--- src/rtl/clz_arbiter_pkg.sv ---
// Shared definitions for the clz_arbiter slice: FSM state encoding and a
// width helper used to size index and counter fields.
package clz_arbiter_pkg;

  typedef enum logic [1:0] {
    CLZA_IDLE  = 2'd0,
    CLZA_ISSUE = 2'd1,
    CLZA_WAIT  = 2'd2,
    CLZA_RESP  = 2'd3
  } clza_state_e;

  function automatic int clog2(input int n);
    int r;
    r = 0;
    while ((1 << r) < n) begin
      r = r + 1;
    end
    return r;
  endfunction

endpackage

--- src/rtl/clz_arbiter_clz.sv ---
// Registered count-leading-zeros unit (clz_clk): pout/vout follow b one cycle
// later; an all-zero operand saturates pout to all ones.
module clz_clk
  import clz_arbiter_pkg::*;
#(
  parameter int bits_in  = 16,
  parameter int bits_out = clog2(bits_in)
) (
  input  logic                clk,
  input  logic                rst,
  input  logic [bits_in-1:0]  b,
  output logic                ready,
  output logic                vout,
  output logic [bits_out-1:0] pout
);

  logic                ready_r;
  logic                vout_r;
  logic [bits_out-1:0] pout_r;

  function automatic logic [bits_out-1:0] clz_f(input logic [bits_in-1:0] v);
    logic [bits_out-1:0] n;
    logic                found;
    n     = {bits_out{1'b0}};
    found = 1'b0;
    for (int i = bits_in - 1; i >= 0; i--) begin
      if (!found) begin
        if (v[i]) begin
          found = 1'b1;
        end else begin
          n = n + bits_out'(1'b1);
        end
      end else begin
        found = 1'b1;
      end
    end
    if (!found) begin
      n = {bits_out{1'b1}};
    end else begin
      n = n;
    end
    return n;
  endfunction

  // Result register: one-cycle count of the presented operand.
  always_ff @(posedge clk or posedge rst) begin
    if (rst) begin
      ready_r <= 1'b0;
      vout_r  <= 1'b0;
      pout_r  <= {bits_out{1'b0}};
    end else begin
      ready_r <= 1'b1;
      vout_r  <= 1'b1;
      pout_r  <= clz_f(b);
    end
  end

  assign ready = ready_r;
  assign vout  = vout_r;
  assign pout  = pout_r;

endmodule

--- src/rtl/clz_arbiter.sv ---
// Round-robin scheduler sharing one clz_clk unit between n_req requesters;
// one operation in flight, result tagged with the requester index.
module clz_arbiter
  import clz_arbiter_pkg::*;
#(
  parameter int n_req    = 4,
  parameter int bits_in  = 16,
  parameter int bits_out = 4,
  parameter int clz_lat  = 2,
  parameter int id_w     = clog2(n_req)
) (
  input  logic                     clk,
  input  logic                     rst,
  input  logic [n_req-1:0]         req_valid,
  input  logic [n_req*bits_in-1:0] req_data,
  output logic [n_req-1:0]         req_ready,
  output logic                     rsp_valid,
  output logic [id_w-1:0]          rsp_id,
  output logic [bits_out-1:0]      rsp_data,
  input  logic                     rsp_ready,
  output logic                     busy
);

  localparam int cnt_w = clog2(clz_lat) + 1;

  clza_state_e         state_r, state_nxt_s;
  logic [id_w-1:0]     ptr_r, ptr_nxt_s;
  logic [cnt_w-1:0]    cnt_r, cnt_nxt_s;
  logic [bits_in-1:0]  opnd_r, opnd_nxt_s;
  logic [id_w-1:0]     rsp_id_r, rsp_id_nxt_s;
  logic [bits_out-1:0] rsp_data_r, rsp_data_nxt_s;
  logic                rsp_valid_r;
  logic                busy_r;

  logic                grant_any_s;
  logic [id_w-1:0]     grant_id_s;
  logic                clz_ready_s;
  logic                clz_vout_s;
  logic [bits_out-1:0] clz_pout_s;

  clz_clk #(
    .bits_in  (bits_in),
    .bits_out (bits_out)
  ) u_clz (
    .clk   (clk),
    .rst   (~rst),
    .b     (opnd_r),
    .ready (clz_ready_s),
    .vout  (clz_vout_s),
    .pout  (clz_pout_s)
  );

  // Round-robin search: first valid requester at or above ptr, wrapping.
  always_comb begin
    grant_any_s = 1'b0;
    grant_id_s  = ptr_r;
    for (int k = 0; k < n_req; k++) begin
      if (!grant_any_s && req_valid[ptr_r + id_w'(k)]) begin
        grant_any_s = 1'b1;
        grant_id_s  = ptr_r + id_w'(k);
      end else begin
        grant_any_s = grant_any_s;
      end
    end
  end

  // One-hot grant, only offered while idle.
  always_comb begin
    req_ready = {n_req{1'b0}};
    if ((state_r == CLZA_IDLE) && grant_any_s) begin
      req_ready[grant_id_s] = 1'b1;
    end else begin
      req_ready = {n_req{1'b0}};
    end
  end

  // Next-state and datapath update.
  always_comb begin
    state_nxt_s    = state_r;
    ptr_nxt_s      = ptr_r;
    cnt_nxt_s      = cnt_r;
    opnd_nxt_s     = opnd_r;
    rsp_id_nxt_s   = rsp_id_r;
    rsp_data_nxt_s = rsp_data_r;
    case (state_r)
      CLZA_IDLE: begin
        if (grant_any_s) begin
          opnd_nxt_s   = req_data[int'(grant_id_s)*bits_in +: bits_in];
          rsp_id_nxt_s = grant_id_s;
          state_nxt_s  = CLZA_ISSUE;
        end else begin
          state_nxt_s  = CLZA_IDLE;
        end
      end
      CLZA_ISSUE: begin
        if (clz_ready_s) begin
          cnt_nxt_s   = cnt_w'(clz_lat - 1);
          state_nxt_s = CLZA_WAIT;
        end else begin
          state_nxt_s = CLZA_ISSUE;
        end
      end
      CLZA_WAIT: begin
        if (cnt_r != {cnt_w{1'b0}}) begin
          cnt_nxt_s = cnt_r - cnt_w'(1'b1);
        end else if (clz_vout_s) begin
          rsp_data_nxt_s = clz_pout_s;
          state_nxt_s    = CLZA_RESP;
        end else begin
          state_nxt_s = CLZA_WAIT;
        end
      end
      CLZA_RESP: begin
        if (rsp_ready) begin
          ptr_nxt_s   = rsp_id_r + id_w'(1'b1);
          state_nxt_s = CLZA_IDLE;
        end else begin
          state_nxt_s = CLZA_RESP;
        end
      end
      default: begin
        state_nxt_s = CLZA_IDLE;
      end
    endcase
  end

  // State and output registers; flags are derived from the next state so
  // they line up with state_r.
  always_ff @(posedge clk or negedge rst) begin
    if (!rst) begin
      state_r     <= CLZA_IDLE;
      ptr_r       <= {id_w{1'b0}};
      cnt_r       <= {cnt_w{1'b0}};
      opnd_r      <= {bits_in{1'b0}};
      rsp_id_r    <= {id_w{1'b0}};
      rsp_data_r  <= {bits_out{1'b0}};
      rsp_valid_r <= 1'b0;
      busy_r      <= 1'b0;
    end else begin
      state_r     <= state_nxt_s;
      ptr_r       <= ptr_nxt_s;
      cnt_r       <= cnt_nxt_s;
      opnd_r      <= opnd_nxt_s;
      rsp_id_r    <= rsp_id_nxt_s;
      rsp_data_r  <= rsp_data_nxt_s;
      rsp_valid_r <= (state_nxt_s == CLZA_RESP);
      busy_r      <= (state_nxt_s != CLZA_IDLE);
    end
  end

  assign rsp_valid = rsp_valid_r;
  assign rsp_id    = rsp_id_r;
  assign rsp_data  = rsp_data_r;
  assign busy      = busy_r;

endmodule

--- config.mk ---
export PLATFORM = sky130hd
export DESIGN_NAME = clz_arbiter
export DESIGN_NICKNAME = d
export VERILOG_FILES = /design/src/rtl/clz_arbiter_pkg.sv /design/src/rtl/clz_arbiter_clz.sv /design/src/rtl/clz_arbiter.sv
export SDC_FILE = /design/constraint.sdc
export NUM_CORES = 1
export LEC_CHECK = 0
export BUFFER_PORTS_ARGS = -buffer_cell sky130_fd_sc_hd__clkbuf_2
export CELL_PAD_IN_SITES_DETAIL_PLACEMENT = 2
export CELL_PAD_IN_SITES_GLOBAL_PLACEMENT = 2
export CORE_AREA = 2 2 96 116
export CTS_CLUSTER_DIAMETER = 150
export CTS_CLUSTER_SIZE = 28
export DETAILED_ROUTE_END_ITERATION = 10
export DIE_AREA = 0 0 98 118
export PLACE_DENSITY_LB_ADDON = 0.08
export SLEW_MARGIN = 20
export SYNTH_ARGS = -nofsm -noshare
export SYNTH_HDL_FRONTEND = slang
export SYNTH_HIERARCHICAL = 1
export SYNTH_SLANG_ARGS = --single-unit
--- constraint.sdc ---
create_clock -name clk -period 7.8 [get_ports clk]
set_input_delay 1.56 -clock clk [delete_from_list [all_inputs] [get_ports clk]]
set_output_delay 1.56 -clock clk [all_outputs]
set_load 0.1 [all_outputs]
==> results_dict.tcl <==
set metrics [dict create \
    routed-via-count 3054 \
    multi_input_area_mm2 0.00211 \
    drt-vias-per-instance 5.29 \
    critPathLaunchType "register" \
    fin_ws_ns 0.798 \
    cp_data_arrival_time_ns 7.20 \
    period_minus_slack_ns 7.00 \
    finalCritPeriodShare_pct 89.8 \
    synthCells 377 \
    drc 0 \
    status "finished, final reports clean" \
    dp_slack_ns 0.835 \
    antenna_found_initial 0 \
    ios 83 \
    slew_headroom_pct 46.4 \
    wirelength_mm 9.86 \
    htreeDepth 2 \
    max_stage_delay_ns 0.54 \
    worst_pin_slew_ns 0.804 \
    drive_above_1_share_pct 29.0 \
    grt_usage_pct 17.6 \
    hold_viol_final 0 \
    ant_nets 0 \
    ys_top_cells_by_area "dfrtp_1 (27%), mux2i_1 (8.0%), a211oi_2 (6.9%), nor2_1 (5.1%), ha_1 (4.6%)" \
    portBuffers 82 \
    cts_tree "yes" \
    grt_pass1_vias 3359 \
    clk_path_buf_depth 2 \
    skew_ns 0.00735 \
    ys_types 64 \
    gp_congestion 0.798 \
    area_delta_synth_final_pct 17.5 \
    coreArea_mm2 0.0104 \
    yosysSeqAreaShare_pct 26.9 \
    peakVddDrop_uv 201 \
    start_util_pct 31.2 \
    use_met2_pct 30.5 \
    hold_path.class "register to register" \
    grt_pass1_wl_mm 16.8 \
    cts_resized 0 \
    synth_edf_count 0 \
    grtUsageMet1_pct 23.1 \
    die_y_um 118 \
    place_inst 569 \
    grt_max_degree 32 \
    syn_avg_cell_area_um2 8.63 \
    p_per_area_mw_per_mm2 346 \
    num-nets-final 530 \
    grt_overflow 0 \
    rows 41 \
    rsz0062_at_grt "no" \
    worst_setup_path_end_kind "register" \
    async_flop_share_pct 100 \
    yosysWarnings 6 \
    first_pass_iters 6 \
    post_cts_buffers 0 \
    yosysTopAreaCell "dfrtp_1" \
    filler_cell_count 1248 \
    slew_viol_final 0 \
    clk_latency_ns 0.28 \
    cap_viol_max_count 0 \
    final.setup.tns_ns 0 \
    crit_fanout 7 \
    synth.net_count 460 \
    clock.fmax_ghz 0.143 \
    clk_pin_slew_ns 0.06 \
    gr-usage-met3_pct 2.14 \
    setup_viol 0 \
    synth_seq_cells 35 \
    synth_top_area_share_pct 26.9 \
    dieArea_mm2 0.0116 \
    cts_buffers 5 \
    critPathSlowestCell "a2111oi_0" \
    wl_per_cell_um 17.1 \
    critical_path_class "register to register" \
    drt-initial-drc-count 87 \
    hpwl_mm 8.21 \
    crit_top_cell "ha_1" \
    fin_cells 577 \
    cp.required_ns 8.00 \
    die_x_um 98 \
    grt_busiest_layer "met2" \
    cts_num_sinks 35 \
    synth-main-ff-cell "dfrtp_1" \
    seqCellArea_um2 876 \
    syn_area_mm2 0.00325 \
    p_leak_nw 1.77 \
    cts_root_buffer "clkbuf_16" \
    diodes 0 \
    cts_hold_buffers 0 \
]
==> layer usage <==
layer  vias to the layer above  wire length, um
li1                       1503                -
met1                      1486             4420
met2                        60             5030
met3                         5              313
met4                         0              102
met5                         -                0
==> layout by cell type, fill, tap and decap left out, types with 3 or more instances in the layout <==
cell | synthesis | routed
a31oi_1 | 19 | 19
o21ai_0 | 10 | 10
nor3_1 | 9 | 9
xor2_1 | 3 | 3
nand2b_1 | 7 | 7
nand2_1 | 26 | 26
nor2b_1 | 13 | 13
mux2i_1 | 26 | 26
ha_1 | 12 | 12
mux2_2 | 5 | 5
dfrtp_1 | 35 | 35
clkbuf_16 | 0 | 5
nor4_1 | 3 | 3
a21oi_1 | 19 | 19
nand3_1 | 4 | 4
and3_2 | 2 | 3
clkbuf_2 | 0 | 82
or3_1 | 5 | 5
a211oi_2 | 18 | 18
nor2_1 | 44 | 44
inv_1 | 30 | 30
xnor2_1 | 3 | 3
a211oi_1 | 17 | 17
==> path summary, 6_finish.rpt <==
kind                            depth (start not counted)           from             to  slack (ns)
worst max-delay path                                   30     opnd_r[13]  u_clz/pout[1]        0.80
worst min-delay path                                    1  u_clz/pout[3]    rsp_data[3]        0.48
worst max register to register                         30     opnd_r[13]  u_clz/pout[1]        0.80
worst min register to register                          1  u_clz/pout[3]    rsp_data[3]        0.48
max in group asynchronous                               3            rst  u_clz/pout[0]        5.79
min in group asynchronous                               1            rst       ptr_r[0]        1.36
==> through the flow <==
step / util [%] / cell area [um^2] / total power (W) / hold WS, ns
floorplan: - / 3250 / 0.000976 / 0.456
global placement: 35.3 / 3680 / 0.00112 / 0.459
detailed placement: 35.3 / 3680 / 0.00114 / 0.477
CTS: 36.7 / 3820 / 0.00134 / 0.489
global route: 36.7 / 3820 / 0.00144 / 0.513
finish: 36.7 / 3820 / 0.00132 / 0.483
==> power breakdown <==
part	total, W	internal (W)	leakage [nW]	switching (W)
Sequential	0.000384	0.000256	0.414	0.000129
Combinational	0.000747	0.000259	1.29	0.000488
Clock	0.000192	0.000118	0.0669	0.0000743
Total	0.00132	0.000633	1.77	0.000690
==> synthesized netlist by cell type, types with 12 or more instances <==
cell type / n
ha_1: 12
dfrtp_1: 35
a211oi_2: 18
a211oi_1: 17
nor2b_1: 13
mux2i_1: 26
a31oi_1: 19
inv_1: 30
nor2_1: 44
nand2_1: 26
a21oi_1: 19
==> critical path, delay by kind of cell (launching register included) <==
family | cells | cell delay [ns]
AND/OR/NAND/NOR | 13 | 2.76
AO/OA/AOI/OAI | 10 | 1.96
buffers and inverters | 1 | 0.05
adder cells (fa/ha/maj) | 6 | 1.70
flip-flops | 1 | 0.46
==> registers in the layout, indices dropped and copies added, names as in the netlist <==
| signal | flops |
|---|---|
| rsp_id | 2 |
| opnd_r | 16 |
| busy | 1 |
| rsp_data | 4 |
| ptr_r | 2 |
| u_clz/pout | 4 |
| cnt_r | 2 |
| state_r | 2 |
| rsp_valid | 1 |
| u_clz/vout | 1 |
==> kinds of logic after synthesis <==
group	after synthesis	synth area share [%]
buf+inv	50	8.15
simple gates	135	22.2
xor+xnor	7	2.46
mux	31	9.73
flops	35	26.9
fa+ha+maj	12	4.62
compound gates	106	25.8
other cells	1	0.115
==> final cells by class <==
type / count / share of cell area [%]
Sequential cell: 35 / 22.9
Inverter: 30 / 2.95
Timing Repair Buffer: 83 / 10.9
Clock buffer: 6 / 3.37
Clock inverter: 2 / 0.327
Multi-Input combinational cell: 292 / 55.3
Tap cell: 129 / 4.22
No activity file was read; power rests on OpenSTA's default activity.
